--- src/rtl/eight_bit_pkg.sv ---
// eight_bit_pkg: opcodes, register codes, field positions and state/strobe types shared by the 8-bit processor
package eight_bit_pkg;
  localparam logic [3:0] OP_ADD = 4'h0;
  localparam logic [3:0] OP_SUB = 4'h1;
  localparam logic [3:0] OP_MUL = 4'h2;
  localparam logic [3:0] OP_DIV = 4'h3;
  localparam logic [3:0] OP_SHL = 4'h4;
  localparam logic [3:0] OP_SHR = 4'h5;
  localparam logic [3:0] OP_SQA = 4'h6;
  localparam logic [3:0] OP_SQB = 4'h7;
  localparam logic [3:0] OP_LDL = 4'h8;
  localparam logic [3:0] OP_LDA = 4'h9;
  localparam logic [3:0] OP_LDB = 4'hA;
  localparam logic [3:0] OP_OUT = 4'hB;
  localparam logic [1:0] REG1 = 2'd0;
  localparam logic [1:0] REG2 = 2'd1;
  localparam logic [1:0] REG3 = 2'd2;
  localparam logic [1:0] REG4 = 2'd3;
  localparam int OPC_HI = 7;
  localparam int OPC_LO = 4;
  localparam int RA_HI = 3;
  localparam int RA_LO = 2;
  localparam int RB_HI = 1;
  localparam int RB_LO = 0;
  typedef enum logic [2:0] {S_IDLE, S_FETCH, S_DECODE, S_EXEC, S_WAIT_ALU, S_HALT} state_t;
  typedef struct packed {
    logic alu_go;
    logic load_acc;
    logic load_a;
    logic load_b;
    logic out_en;
  } strobes_t;
endpackage

--- src/rtl/eight_bit_sequencer_if.sv ---
// eight_bit_sequencer_if: ROM fetch bus plus ALU/datapath strobes between sequencer (master) and the rest of the core
interface eight_bit_sequencer_if;
  logic [1:0] prog;
  logic [7:0] address;
  logic [7:0] instruction;
  logic [3:0] alu_op;
  logic [1:0] ra;
  logic [1:0] rb;
  logic       alu_go;
  logic       alu_done;
  logic       load_a;
  logic       load_b;
  logic       load_acc;
  logic       out_en;
  modport master (
    output prog, address, alu_op, ra, rb, alu_go, load_a, load_b, load_acc, out_en,
    input  instruction, alu_done
  );
  modport slave (
    input  prog, address, alu_op, ra, rb, alu_go, load_a, load_b, load_acc, out_en,
    output instruction, alu_done
  );
endinterface

--- src/rtl/eight_bit_decoder.sv ---
// eight_bit_decoder: maps an opcode to its strobe vector and class flags; reserved or unknown opcodes decode as illegal NOPs
module eight_bit_decoder
  import eight_bit_pkg::*;
(
  input  logic [3:0] opcode,
  output strobes_t   strb,
  output logic       is_alu,
  output logic       is_out,
  output logic       is_illegal
);
  always_comb begin
    strb = '0;
    is_alu = 1'b0;
    is_out = 1'b0;
    is_illegal = 1'b0;
    case (opcode) inside
      [OP_ADD:OP_SQB]: begin strb.alu_go = 1'b1; is_alu = 1'b1; end
      OP_LDL: strb.load_acc = 1'b1;
      OP_LDA: strb.load_a = 1'b1;
      OP_LDB: strb.load_b = 1'b1;
      OP_OUT: begin strb.out_en = 1'b1; is_out = 1'b1; end
      default: is_illegal = 1'b1;
    endcase
  end
endmodule

--- src/rtl/eight_bit_sequencer.sv ---
// eight_bit_sequencer: fetch/decode/execute controller; SEQ_SINGLE_STEP_EN adds step/at_break to hold DECODE until stepped
module eight_bit_sequencer
  import eight_bit_pkg::*;
#(
  parameter int         ALU_TIMEOUT = 16,
  parameter logic [7:0] LAST_ADDR   = 8'hFF
) (
  input  logic                         clk,
  input  logic                         rst_n,
  input  logic                         start,
  input  logic [1:0]                   prog_sel,
`ifdef SEQ_SINGLE_STEP_EN
  input  logic                         step,
  output logic                         at_break,
`endif
  eight_bit_sequencer_if.master        bus,
  output logic                         busy,
  output logic                         halted,
  output logic                         error,
  output logic                         illegal_seen
);
  localparam int CW = $clog2(ALU_TIMEOUT + 1);
  state_t         state, state_nx;
  logic [1:0]     prog;
  logic [7:0]     address;
  logic [7:0]     ir;
  logic [CW-1:0]  cnt;
  strobes_t       dec_strb, strb;
  logic           is_alu, is_out, is_illegal;
  logic           accept, adv, err_set, at_last;
  eight_bit_decoder u_dec (
    .opcode     (ir[OPC_HI:OPC_LO]),
    .strb       (dec_strb),
    .is_alu     (is_alu),
    .is_out     (is_out),
    .is_illegal (is_illegal)
  );
  assign at_last = address == LAST_ADDR;
  always_comb begin
    state_nx = state;
    accept = 1'b0;
    adv = 1'b0;
    err_set = 1'b0;
    strb = '0;
    case (state)
      S_IDLE, S_HALT: if (start) begin state_nx = S_FETCH; accept = 1'b1; end
      S_FETCH: state_nx = S_DECODE;
`ifdef SEQ_SINGLE_STEP_EN
      S_DECODE: state_nx = step ? S_EXEC : S_DECODE;
`else
      S_DECODE: state_nx = S_EXEC;
`endif
      S_EXEC: begin
        strb = dec_strb;
        state_nx = is_alu ? S_WAIT_ALU : is_out ? S_HALT : state;
        adv = !is_alu && !is_out;
      end
      S_WAIT_ALU: begin
        adv = bus.alu_done;
        if (!bus.alu_done && cnt == CW'(ALU_TIMEOUT - 1)) begin err_set = 1'b1; state_nx = S_HALT; end
      end
      default: state_nx = S_IDLE;
    endcase
    // PC advance: running past the last fetchable address is an error, never a wrap
    if (adv) begin
      state_nx = at_last ? S_HALT : S_FETCH;
      err_set = at_last;
    end
  end
  always_ff @(posedge clk or negedge rst_n) begin
    if (!rst_n) begin
      state <= S_IDLE;
      prog <= '0;
      address <= '0;
      ir <= '0;
      cnt <= '0;
      error <= 1'b0;
      illegal_seen <= 1'b0;
    end else begin
      state <= state_nx;
      cnt <= state == S_WAIT_ALU ? cnt + 1'b1 : '0;
      if (state == S_FETCH) ir <= bus.instruction;
      if (adv && !at_last) address <= address + 8'd1;
      if (err_set) error <= 1'b1;
      if (state == S_EXEC && is_illegal) illegal_seen <= 1'b1;
      if (accept) begin
        prog <= prog_sel;
        address <= '0;
        error <= 1'b0;
        illegal_seen <= 1'b0;
      end
    end
  end
  assign bus.prog = prog;
  assign bus.address = address;
  assign bus.alu_op = ir[OPC_HI:OPC_LO];
  assign bus.ra = ir[RA_HI:RA_LO];
  assign bus.rb = ir[RB_HI:RB_LO];
  assign bus.alu_go = strb.alu_go;
  assign bus.load_acc = strb.load_acc;
  assign bus.load_a = strb.load_a;
  assign bus.load_b = strb.load_b;
  assign bus.out_en = strb.out_en;
  assign busy = state != S_IDLE && state != S_HALT;
  assign halted = state == S_HALT;
`ifdef SEQ_SINGLE_STEP_EN
  assign at_break = state == S_DECODE && !step;
`endif
endmodule

--- src/flat_wrapper.sv ---
// flat-port wrapper written by rule: the top's interface ports become plain ports
module eight_bit_sequencer_flat import eight_bit_pkg::*;
#(
  parameter int         ALU_TIMEOUT = 16,
  parameter logic [7:0] LAST_ADDR   = 8'hFF
)
  (clk, rst_n, start, prog_sel, busy, halted, error, illegal_seen, bus_prog, bus_address, bus_alu_op, bus_ra, bus_rb, bus_alu_go, bus_load_a, bus_load_b, bus_load_acc, bus_out_en, bus_instruction, bus_alu_done);
  eight_bit_sequencer_if bus_i ();
  input  logic clk;
  input  logic rst_n;
  input  logic start;
  input  logic [1:0] prog_sel;
  output logic busy;
  output logic halted;
  output logic error;
  output logic illegal_seen;
  output wire logic [$bits(bus_i.prog)-1:0] bus_prog;
  output wire logic [$bits(bus_i.address)-1:0] bus_address;
  output wire logic [$bits(bus_i.alu_op)-1:0] bus_alu_op;
  output wire logic [$bits(bus_i.ra)-1:0] bus_ra;
  output wire logic [$bits(bus_i.rb)-1:0] bus_rb;
  output wire logic [$bits(bus_i.alu_go)-1:0] bus_alu_go;
  output wire logic [$bits(bus_i.load_a)-1:0] bus_load_a;
  output wire logic [$bits(bus_i.load_b)-1:0] bus_load_b;
  output wire logic [$bits(bus_i.load_acc)-1:0] bus_load_acc;
  output wire logic [$bits(bus_i.out_en)-1:0] bus_out_en;
  input wire logic [$bits(bus_i.instruction)-1:0] bus_instruction;
  input wire logic [$bits(bus_i.alu_done)-1:0] bus_alu_done;
  assign bus_prog = bus_i.prog;
  assign bus_address = bus_i.address;
  assign bus_alu_op = bus_i.alu_op;
  assign bus_ra = bus_i.ra;
  assign bus_rb = bus_i.rb;
  assign bus_alu_go = bus_i.alu_go;
  assign bus_load_a = bus_i.load_a;
  assign bus_load_b = bus_i.load_b;
  assign bus_load_acc = bus_i.load_acc;
  assign bus_out_en = bus_i.out_en;
  assign bus_i.instruction = bus_instruction;
  assign bus_i.alu_done = bus_alu_done;
  eight_bit_sequencer #(.ALU_TIMEOUT(ALU_TIMEOUT), .LAST_ADDR(LAST_ADDR)) u_core (.clk(clk), .rst_n(rst_n), .start(start), .prog_sel(prog_sel), .bus(bus_i), .busy(busy), .halted(halted), .error(error), .illegal_seen(illegal_seen));
endmodule
--- config.mk ---
export PLATFORM = sky130hd
export DESIGN_NAME = eight_bit_sequencer_flat
export DESIGN_NICKNAME = d
export VERILOG_FILES = /design/src/rtl/eight_bit_pkg.sv /design/src/rtl/eight_bit_sequencer_if.sv /design/src/rtl/eight_bit_decoder.sv /design/src/rtl/eight_bit_sequencer.sv /design/src/flat_wrapper.sv
export SDC_FILE = /design/constraint.sdc
export NUM_CORES = 1
export LEC_CHECK = 0
export CAP_MARGIN = 20
export CORE_MARGIN = 5
export CORE_UTILIZATION = 45
export CTS_BUF_LIST = sky130_fd_sc_hd__clkbuf_16
export DETAILED_ROUTE_END_ITERATION = 7
export GPL_ROUTABILITY_DRIVEN = 0
export MAX_ROUTING_LAYER = met4
export PLACE_DENSITY = 0.81
export SYNTH_ARGS = -nofsm -noshare
export SYNTH_HDL_FRONTEND = slang
export SYNTH_SLANG_ARGS = --single-unit
--- constraint.sdc ---
create_clock -name clk -period 3.3 [get_ports clk]
set_input_delay 0.825 -clock clk [delete_from_list [all_inputs] [get_ports clk]]
set_output_delay 0.825 -clock clk [all_outputs]
set_load 0.1 [all_outputs]
==> results.toml, run 1 <==
[status]
status = "complete, no violations"

[finish]
syn2layout_area_growth_pct = 36.09
drive_gt1_share_pct = 28.57
nNetsFinal = 186
antenna_cells = 0

[sta]
max_slew.worst_pin.slew_ns = 0.6364
max_freq_ghz = 0.3865
finalClockSkew_ns = 0.006683
setup_viol = 0
hold_viol_final = 0
slew_violations = 0
rsz0062_at_grt = "false"
fin_ws_ns = 0.7130
relSlewSlack_pct = 57.57
layout_min_cycle_time_ns = 2.587
post-route-period-util_pct = 78.39

[synth]
synth_async_sr_flop_share_pct = 100.0
ys_seq_area_share_pct = 51.95
synth_edf_count = 0
synth.avg_cell_area_um2 = 10.70
syn_nets = 143
synth_area_leaders = "dfrtp_1 (52%), mux2_2 (6.7%), nor2_1 (3.1%)"
synth_area_um2 = 1349
ys_types = 35
synth_ff_type = "dfrtp_1"
synth.most_common_cell = "dfrtp_1"
synth_top_area_share_pct = 51.95
yosys_register_bits = 28
synthCells = 126
synth_common_cells = "dfrtp_1 (28), nor2_1 (11), mux2_2 (8), nand2_1 (8)"
synth_largest_area_cell = "dfrtp_1"
yosys_warnings = 0

[clock_network]
clockBufferDepth = 2
cts_buffers = 3
clk_pin_slew_ns = 0.07
postCtsHoldBufs = 0
post_cts_buffers = 0
clock-root-buffer = "clkbuf_16"
worstSkewPairLatency_ns = 0.26
cts.sinks = 28
htree_levels = 1
post_cts_resized = 0
cts_tree = "done"

[routing]
drt_first_pass_iters = 4
drt_iter0_drc = 58
wire_per_inst_um = 16.79
drt-total-wl_um = 3341
via_per_inst = 5.608
vias = 1116
drc_errors = 0
detail-route-antenna-nets = 0

[placement]
portBuffers = 40
hpwlAfterDp_um = 2316
pre_cts_ws_ns = 0.9166

[die]
coreArea_um2 = 2805
fp.dieH_um = 64.75
fp.dieArea_um2 = 4192
start_util_pct = 48.08
die_x_um = 64.75
num_io_pins = 41
num_rows = 19

[grt]
grt_usage_pct = 17.37
grt_overflow_total = 0
grt_pass1_vias = 1159
grt_max_degree = 29
antenna_found_initial = 0
grt_pass1_wl_um = 5506

[setup_path]
timing.rr.end = "u_core.bus.address[6]"
ff2ff_path_depth = 4
end_kind = "primary output"
reg2reg_from = "u_core.state[1]"
r2r_slack_ns = 1.37
worstSetupStartpoint = "u_core.state[1]"
start_kind = "register"
crit_required_ns = 2.47
cp_max_fo = 8
path_class = "reg2out"
crit_arrival_ns = 1.76

[hold_path]
hold_start = "u_core.cnt[0]"
min_to = "u_core.cnt[0]"
hold_path_class = "reg2reg"
min_path_cells = 1

[flow_run]
drv_cap = 0
-- worst max-delay path by stage --
| stage | slack [ns] | end |
|---|---|---|
| 6_report | 0.71 | bus_load_b |
| 5_1_grt | 0.60 | bus_out_en |
| 4_1_cts | 0.71 | bus_load_b |
| 3_5_place_dp | 0.92 | u_core.bus.address[6] |
| 3_3_place_gp | 1.02 | u_core.bus.address[6] |
| 2_1_floorplan | -0.11 | bus_load_a |
-- layout make-up --
type | instances | area, um^2
clock buffer | 3 | 75.07
clock inverter | 1 | 30.03
fill | 223 | 969.7
inverter | 7 | 26.28
multi-input combinational | 87 | 616.8
sequential | 28 | 700.7
tap | 31 | 38.79
timing repair buffer | 42 | 347.8
-- state kept, by name (all words and copies together), names as in the netlist --
register             cells
u_core.cnt               5
u_core.state             3
u_core.error             1
u_core.bus.address       8
u_core.bus.prog          2
u_core.ir                8
u_core.illegal_seen      1
-- stage by stage --
stage          std cells  util [%]  instance area [um^2]  setup TNS [ns]  hold WS, ns
2_1_floorplan        126         -                  1369         -0.4498       0.4329
3_3_place_gp         195     61.69                  1730               0       0.4509
3_5_place_dp         195     61.69                  1730               0       0.4637
4_1_cts              199     65.43                  1836               0       0.4730
5_1_grt              199     65.43                  1836               0       0.5017
6_report             199     65.43                  1836               0       0.4719
-- cells by family after synthesis --
| kind of cell | share of synthesized area, % |
|---|---|
| flip-flops | 51.95 |
| AO/OA/AOI/OAI | 11.88 |
| AND/OR/NAND/NOR | 18.83 |
| XOR/XNOR | 2.598 |
| buffers and inverters | 3.803 |
| adder cells (fa/ha/maj) | 2.783 |
| multiplexers | 8.164 |
-- per-layer routing --
metal	share of wire [%]	wire, um	vias to the layer above	global-route usage (%)
met3	4.9	163	4	2.591
met2	53	1780	38	30.01
met4	1.2	40	0	4.749
li1	-	-	538	-
met1	41	1355	536	21.15
met5	0	0	-	-
-- worst max-delay path, stage by stage (launching register included) --
cell	delay, ns
dfrtp_1	0.50
and3b_2	0.29
nand3b_1	0.21
nor3_2	0.18
buf_4	0.32
-- cells in the final DEF, fill, tap and decap left out, types with 2 or more instances in the layout --
master	n
nor3_2	4
buf_4	29
mux2i_1	2
mux2_2	8
or4_1	4
inv_1	7
nand2_1	8
and2_1	2
dfrtp_1	28
a21oi_1	7
nand2b_1	2
clkdlybuf4s50_1	13
nand3b_1	2
nor2b_1	3
xnor2_1	3
clkbuf_16	3
ha_1	3
nand3_1	5
o21ai_0	2
o31ai_1	5
nor2_1	11
Power of run 1 is not shown: default switching activity piles up to over one toggle a cycle in this logic, so the estimate is an artifact.
==> inputs of run 2 (changes only) <==
==> constraint.sdc (replaced) <==
create_clock -name clk -period 2.4 [get_ports clk]
set_input_delay 0.6 -clock clk [delete_from_list [all_inputs] [get_ports clk]]
set_output_delay 0.6 -clock clk [all_outputs]
set_load 0.1 [all_outputs]
==> results.toml, run 2 (synthesis gave the netlist of run 1 again) <==
[clock_network]
htree_levels = 1
clockBufferDepth = 2
cts_tree = "done"
worstSkewPairLatency_ns = 0.27
postCtsHoldBufs = 0
cts.sinks = 28
clk_pin_slew_ns = 0.06
cts_buffers = 3
clock-root-buffer = "clkbuf_16"

[setup_path]
end_kind = "primary output"
cp_max_fo = 7
crit_chain = "and3b_2 -> nand3b_1 -> buf_4 -> nor3_4 -> buf_12"
max_stage_delay_ns = 0.46
path_class = "reg2out"
cp_top_family = "simple AND/OR/NAND/NOR gates"
crit_required_ns = 1.80
critPathSlowestCell = "dfrtp_1"
crit_arrival_ns = 1.71
start_kind = "register"
path_buf_inv = 2

[grt]
grt_pass1_wl_um = 5464
grt_usage_pct = 16.83
busiest_layer = "met2"
grt_max_degree = 29
grt_pass1_vias = 1201
grtUsageMet1_pct = 20.18
globalRouteMet2Util_pct = 27.97
antenna_found_initial = 0
met3_usage_pct = 5.354
grt_overflow_total = 0

[routing]
drc_errors = 0
wire_per_inst_um = 15.73
detail-route-antenna-nets = 0
drt-total-wl_um = 3145
drt_iter0_drc = 48
drt_first_pass_iters = 4
via_per_inst = 5.585
vias = 1117

[finish]
fillers = 219
design_area_um2 = 1969
nNetsFinal = 187
layout_common_cells = "buf_4 (23), dfrtp_1 (23), clkdlybuf4s50_1 (13)"
syn2layout_area_growth_pct = 46.01
multi_input_area_um2 = 644.4
antenna_cells = 0
register_area_um2 = 711.9
fin_util_pct = 70.21
drive_gt1_share_pct = 32.54
reg.largest.list = "u_core.bus.address (8), u_core.ir (8), u_core.cnt (5)"

[sta]
max_slew.worst_pin.slew_ns = 0.6757
fin_tns_setup_ns = 0
finalClockSkew_ns = 0.007801
rsz0062_at_grt = "false"
holdWs_ns = 0.4773
layout_min_cycle_time_ns = 2.306
post-route-period-util_pct = 96.10
hold_viol_final = 0
relSlewSlack_pct = 54.95
slew_violations = 0
max_freq_ghz = 0.4336
setup_viol = 0

[die]
fp.dieH_um = 64.75
start_util_pct = 48.08
coreArea_um2 = 2805
num_rows = 19
die_x_um = 64.75
fp.dieArea_um2 = 4192
num_io_pins = 41

[hold_path]
hold_path_class = "reg2reg"

[status]
status = "complete, no violations"

[flow_run]
drv_cap = 0

[placement]
portBuffers = 40
hpwlAfterDp_um = 2362
placed_area_um2 = 1856
## run 2: cell types whose count changed in the layout (fill, tap and decap cells not counted), moves of 2 or more
cell / before / now
dfrtp_1: 28 / 23
buf_4: 29 / 23
buf_12: 0 / 7
dfrtp_4: 0 / 2
nor3_4: 0 / 4
nor3_2: 4 / 0
dfrtp_2: 0 / 3
## run 2: routing by layer
metal / routed length, um / share of wire (%)
met5: 0 / 0
met4: 21 / 0.67
met3: 259 / 8.2
met2: 1499 / 48
met1: 1365 / 43
## run 2: area by class of cell
class | instances | share of cell area (%)
clock buffers | 3 | 3.812
clock inverters | 1 | 1.525
inverters | 7 | 1.334
multi-input cells | 87 | 32.72
flip-flops and latches | 28 | 36.15
well taps | 31 | 1.970
repair buffers | 43 | 22.49
## run 2: what timing repair did
| item | CTS | global route |
|---|---|---|
| gates resized for setup | 0 | 1 |
| endpoints found under the hold margin | 0 | 0 |
| setup buffers | 1 | 0 |
| endpoints found under the setup margin | 4 | 2 |
## run 2: through the flow
step | setup WS (ns) | std cells
2_1_floorplan | -0.1254 | 126
3_3_place_gp | 0.2958 | 195
3_5_place_dp | 0.2225 | 195
4_1_cts | 0.08890 | 200
5_1_grt | 0.01790 | 200
6_report | 0.09354 | 200
## run 2: path summary, 6_finish.rpt
kind | from | endpoint | slack [ns] | cells past startpoint
min in group asynchronous | rst_n | u_core.bus.address[0] | 0.72 | 2
worst min register to register | u_core.cnt[0] | u_core.cnt[0] | 0.48 | 1
max in group asynchronous | rst_n | u_core.ir[6] | 1.39 | 2
worst max register to register | u_core.state[2] | u_core.bus.address[7] | 0.53 | 4
worst max-delay path | u_core.state[2] | bus_load_a | 0.09 | 5
worst min-delay path | u_core.cnt[0] | u_core.cnt[0] | 0.48 | 1
Power of run 2 is left out for the same reason.
==> edit 1, RTL diff (flow settings as in run 2) <==
Put a register stage on the outputs `busy` and `halted`, without a reset. The values now appear one clock later. The other outputs are not delayed to match.
--- a/src/rtl/eight_bit_sequencer.sv
+++ b/src/rtl/eight_bit_sequencer.sv
@@ -101,8 +101,10 @@
   assign bus.load_a = strb.load_a;
   assign bus.load_b = strb.load_b;
   assign bus.out_en = strb.out_en;
-  assign busy = state != S_IDLE && state != S_HALT;
-  assign halted = state == S_HALT;
+  always_ff @(posedge clk) begin
+    busy   <= state != S_IDLE && state != S_HALT;
+    halted <= state == S_HALT;
+  end
 `ifdef SEQ_SINGLE_STEP_EN
   assign at_break = state == S_DECODE && !step;
 `endif
Behaviour: not the same (a bounded check fails within 4 cycles, from zero or initial values and one cycle with rst_n low).
==> edit 1 against run 2 <==
- maximum frequency grew 0.73%
- critical endpoint is now bus_load_acc
- worst setup slack gained 0.017 ns
- synthesized cell count grew 4.8%
- count of clock-buffer cells in the layout grew 2
- highest routed layer unchanged
- synthesized area grew 12%
- routed wire length grew 12%
- sequential cell count grew 2
- sequential share of layout area shrank 1.5 points
- first-iteration DRC count shrank 17%
- cell area grew 8.9%
- via count grew 7.4%
Power is left out: the tool's default activity adds up to more than one toggle a clock period on the data nets, which glitch-free logic cannot reach.
==> edit 1: results (changes against run 2) <==
* Run status: completed
- The compound-gate portion of the synthesized area is 9.62% (-2.3 points).
* Layout cell share with drive strength beyond 1: 38.2% (+5.7 points)
- Worst Path Arrival: 1.69 ns (-0.02 ns)
* Vias in the first global route: 1244 (+3.6%)
- Detailed Route Iter0 Violations: 40 (-17%)
- Crit path max fanout: 4 (-3)
* Synth Area in Adders: 2.49% (-0.30 points)
* H-tree depth: 2 (+1)
- The detailed-placement wirelength estimate came to 2580 µm (+9.1%).
- Xor-xnor portion of the synthesized cell area: 1.74% (-0.86 points)
- The ratio of routed vias to standard cells was 5.36 (-4.1%).
- The worst register-to-register path begins at u_core.state[1].
* Number of buffers added on ports: 40 (unchanged)
* Sequential share of the synthesized area: 49.1% (-2.9 points)
- The mux share of post-synthesis cell area came to 9.95% (+1.8 points).
- Fin Clk Skew: 0.00566 ns (-0.00214 ns)
* Number of buffers created by CTS: 5 (+2)
- Wire length of the first global-routing pass: 5860 µm (+7.2%)
- For the worst-skew pair, the clock arrives at the later sink with an insertion delay of 0.28 ns.
- Layout net count: 194 (+3.7%)
- Fill cell count: 259 (+18%)
* Worst Reg2Reg Path Length in Cells: 5 (+1)
* Synthesis warning total: 0 (unchanged)
- Number of buffers inserted by post-CTS setup repair: 0 (-1)
- Max transition margin: 67.7% (+13 points)
- Async set or reset register ratio after synthesis: 93.3% (-6.7 points)
- Cell types occupying the most area after synthesis: sky130_fd_sc_hd__dfrtp_1 46%, sky130_fd_sc_hd__mux2_2 6.0%, sky130_fd_sc_hd__nor2_1 3.2%
- The per-cell routed wire length is 15.7 µm (about the same).
* Cell types with the highest counts after synthesis: 28 x sky130_fd_sc_hd__dfrtp_1, 13 x sky130_fd_sc_hd__nor2_1, 10 x sky130_fd_sc_hd__nand2_1, 8 x sky130_fd_sc_hd__mux2_2, 5 x sky130_fd_sc_hd__inv_1
* All-layer global routing usage: 18.0% (+1.1 points)
- Nets in the synthesized netlist: 149 (+4.2%)
- Distinct cells, synth: 48 (+37%)
## edit 1: cell count changes in the layout (fill, tap and decap cells not counted), moves of 3 or more
cell                      before  now
sky130_fd_sc_hd__dfrtp_1      23   26
sky130_fd_sc_hd__buf_4        23   27
sky130_fd_sc_hd__nor3_4        4    0
sky130_fd_sc_hd__nor2_4        0    3
sky130_fd_sc_hd__or4_1         4    1
sky130_fd_sc_hd__o31ai_1       5    2
sky130_fd_sc_hd__a21oi_1       7    3
## edit 1: layout make-up
class / instances / area, µm² / area share [%]
multi-input cells: 90 / 727 / 33.9
clock buffers: 5 / 125 / 5.83
repair buffers: 45 / 433 / 20.2
clock inverters: 3 / 40.0 / 1.87
inverters: 5 / 18.8 / 0.875
flip-flops and latches: 30 / 743 / 34.7
well taps: 46 / 57.6 / 2.68
## edit 1: timing repair
item                                    in CTS  in global routing
hold endpoints to repair                     0                  0
endpoints found under the setup margin       4                  0
gates resized for setup                      1                  0
## edit 1: path summary, 6_finish.rpt
path | to | slack [ns]
worst max-delay path | bus_load_acc | 0.11
worst min-delay path | u_core.cnt[0] | 0.50
worst max register to register | u_core.bus.address[5] | 0.58
worst min register to register | u_core.cnt[0] | 0.50
max in group asynchronous | u_core.ir[7] | 1.41
min in group asynchronous | u_core.ir[4] | 0.70
## edit 1: kinds of logic (layout without fill, tap and decap cells)
| family | Yosys count | in the layout |
|---|---|---|
| AND/OR/NAND/NOR | 54 | 54 |
| flip-flops | 30 | 30 |
| AO/OA/AOI/OAI | 17 | 17 |
| multiplexers | 13 | 13 |
| buffers and inverters | 12 | 58 |
| adder cells (fa/ha/maj) | 3 | 3 |
| XOR/XNOR | 3 | 3 |
## edit 1: critical path, cell delays in order, from the launching register on
cell and delay, ns:
sky130_fd_sc_hd__dfrtp_1 0.36, sky130_fd_sc_hd__nand3b_1 0.25, sky130_fd_sc_hd__nor3b_2 0.32, sky130_fd_sc_hd__nor3b_4 0.27
sky130_fd_sc_hd__buf_12 0.20
## edit 1: stage by stage
step                hold WS (ns)  utilization, %  cells  cell area [µm²]  setup slack [ns]
finish                     0.501            65.3    224             2140             0.110
global route               0.498            65.3    224             2140            0.0210
CTS                        0.496            65.3    224             2140            0.0925
detailed placement         0.490            60.1    216             1970             0.201
global placement           0.446            60.1    216             1970             0.211
floorplan                  0.304               -    132             1540            -0.217
## edit 1: metal layers
| metal | share of wire [%] | up-vias | global-route usage (%) |
|---|---|---|---|
| met5 | 0 | - | - |
| met4 | 1.6 | 0 | 7.44 |
| met3 | 8.7 | 5 | 6.24 |
| met2 | 49 | 51 | 28.2 |
| met1 | 41 | 580 | 21.1 |
| li1 | - | 564 | - |
==> edit 2, RTL diff (flow settings as in run 2) <==
Without the edit above. Encoding of `state_t`: now one-hot (6 bits for 6 states).
--- a/src/rtl/eight_bit_pkg.sv
+++ b/src/rtl/eight_bit_pkg.sv
@@ -22,7 +22,7 @@
   localparam int RA_LO = 2;
   localparam int RB_HI = 1;
   localparam int RB_LO = 0;
-  typedef enum logic [2:0] {S_IDLE, S_FETCH, S_DECODE, S_EXEC, S_WAIT_ALU, S_HALT} state_t;
+  typedef enum logic [5:0] {S_IDLE = 6'b000001, S_FETCH = 6'b000010, S_DECODE = 6'b000100, S_EXEC = 6'b001000, S_WAIT_ALU = 6'b010000, S_HALT = 6'b100000} state_t;
   typedef struct packed {
     logic alu_go;
     logic load_acc;
Function: no difference found for any inputs over 10 cycles, from zero or initial values and one cycle with rst_n low; not proved beyond that.
==> edit 2 against run 2 <==
- via count grew 15%
- clock skew is 0.0051 ns lower
- synthesized area up 11%
- sequential cell count up 3
- cell area increased by 15%
- critical path depth fell by 1
- count of clock-buffer cells in the layout is 2 higher
- routed wire length is 28% higher
- worst setup slack worse by 0.056 ns
- non-clock buffer count up 3
- worst hold slack lost 0.0054 ns
==> edit 2: results (changes against run 2) <==
- The DRC violations left was 0 (unchanged).
* Crit path max fanout: 5 (-2)
- The post-synthesis sequential area ratio came to 51.9% (-0.068 points).
- The compound-gate portion of the synthesized area came to 9.52% (-2.4 points).
* Worst Reg2Reg Path Length in Cells: 6 (+2)
* Global routing met3 resource utilization: 4.49% (-0.86 points)
- Fill cell count: 240 (+9.6%)
- Multiplexer area fraction after synthesis: 8.69% (+0.53 points)
- The worst slew margin relative to its limit came to 72.1% (+17 points).
- The distinct cell type count of the synthesized netlist is 41 (+17%).
* H-tree depth: 2 (+1)
- The detailed-placement wirelength estimate was 2650 µm (+12%).
* Routed wire length on met2: 2130 µm (+42%)
- The first-pass iteration count of the detailed router was 8 (+4).
* Largest regs: u_core.bus.address (8), u_core.ir (8), u_core.state (6)
- Total via count after detailed routing: 1283 (+15%)
* Worst Path Arrival: 1.76 ns (+0.05 ns)
* Area added between synthesis and finish: 51.5%
* Synth Area in Adders: 2.51% (-0.28 points)
- The average cell area after synthesis was 11.1 µm² (+3.6%).
* Cell types occupying the most area after synthesis: sky130_fd_sc_hd__dfrtp_1 50%, sky130_fd_sc_hd__mux2_2 6.0%, sky130_fd_sc_hd__nand2_1 5.3%
* Cell area reported after detailed placement: 2060 µm² (+11%)
* # placed instances: 221 (+13%)
- Run status: completed
- Crit Reg-Reg Startpoint: u_core.state[4]
- Layout net count: 203 (+8.6%)
- The violation count after the first detailed-route iteration is 120 (+150%).
* Nets in the synthesized netlist: 152 (+6.3%)
- Vias in the first global route: 1388 (+16%)
- Synthesis warning total: 0 (unchanged)
- The setup slack of the most critical reg-to-reg path came to 0.46 ns (-0.07 ns).
- Worst flop-to-flop path endpoint: u_core.bus.address[4]
* Number of buffers created by CTS: 5 (+2)
- The total track usage was 19.8% (+3.0 points).
* Wire length of the first global-routing pass: 6540 µm (+20%)
- The clock skew was 0.00275 ns (-0.00505 ns).
* Wl on met1: 1660 µm (+21%)
- The layout cell share with drive strength beyond 1 was 36.4% (+3.8 points).
* Xor-xnor portion of the synthesized cell area: 2.92% (+0.33 points)
- Ranked by instance count, the synthesized netlist is headed by 30 x sky130_fd_sc_hd__dfrtp_1, 21 x sky130_fd_sc_hd__nand2_1, 11 x sky130_fd_sc_hd__nor2_1, 8 x sky130_fd_sc_hd__mux2_2, 5 x sky130_fd_sc_hd__nand3_1.
* Worst-case setup slack after placement: 0.140 ns (-0.0821 ns)
- Maximum number of pins on one net before global-route repair: 32 (+10%)
* Post-route worst hold slack: 0.472 ns (-0.00545 ns)
- Final Non-Filler Cells: 233 (+17%)
## edit 2: cell count changes after synthesis, sizes merged, moves of 3 or more
cell	before	now
nand2	8	21
a21oi	7	3
o31ai	5	1
or4	4	0
a211oi	0	3
buf	4	1
inv	7	4
nor4b	0	3
## edit 2: report_power, final
part / switching (mW) / total, mW / internal (mW)
Sequential: 0.187 / 0.833 / 0.646
Clock: 0.211 / 0.694 / 0.483
Combinational: 1.00 / 1.35 / 0.352
## edit 2: final cells by class
cell class | count | area share [%]
repair buffers | 46 | 20.7
flip-flops and latches | 31 | 34.5
multi-input cells | 98 | 34.4
well taps | 46 | 2.54
inverters | 4 | 0.662
clock inverters | 3 | 1.71
clock buffers | 5 | 5.51
## edit 2: worst max-delay path, stage by stage (launching register included)
cell and delay [ns]:
sky130_fd_sc_hd__dfrtp_1 0.45, sky130_fd_sc_hd__nor4_4 0.35, sky130_fd_sc_hd__nand3_4 0.18, sky130_fd_sc_hd__nor4b_4 0.30, sky130_fd_sc_hd__buf_12 0.22
## edit 2: how the worst max path moves through the flow
stage / from / endpoint / slack (ns) / depth (start not counted)
after floorplan: u_core.state[1] / bus_load_a / -0.35 / 3
after global placement: u_core.state[1] / bus_load_a / 0.20 / 4
after detailed placement: u_core.state[1] / bus_load_a / 0.14 / 4
after CTS: u_core.state[2] / busy / 0.01 / 4
after global routing: u_core.state[4] / bus_load_a / -0.02 / 4
final: u_core.state[4] / bus_load_b / 0.04 / 4
## edit 2: timing repair
item,4_1_cts,5_1_grt
resized for setup,1,4
endpoints found under the setup margin,4,4
hold buffers,0,0
setup buffers,3,1
pin swaps,3,2
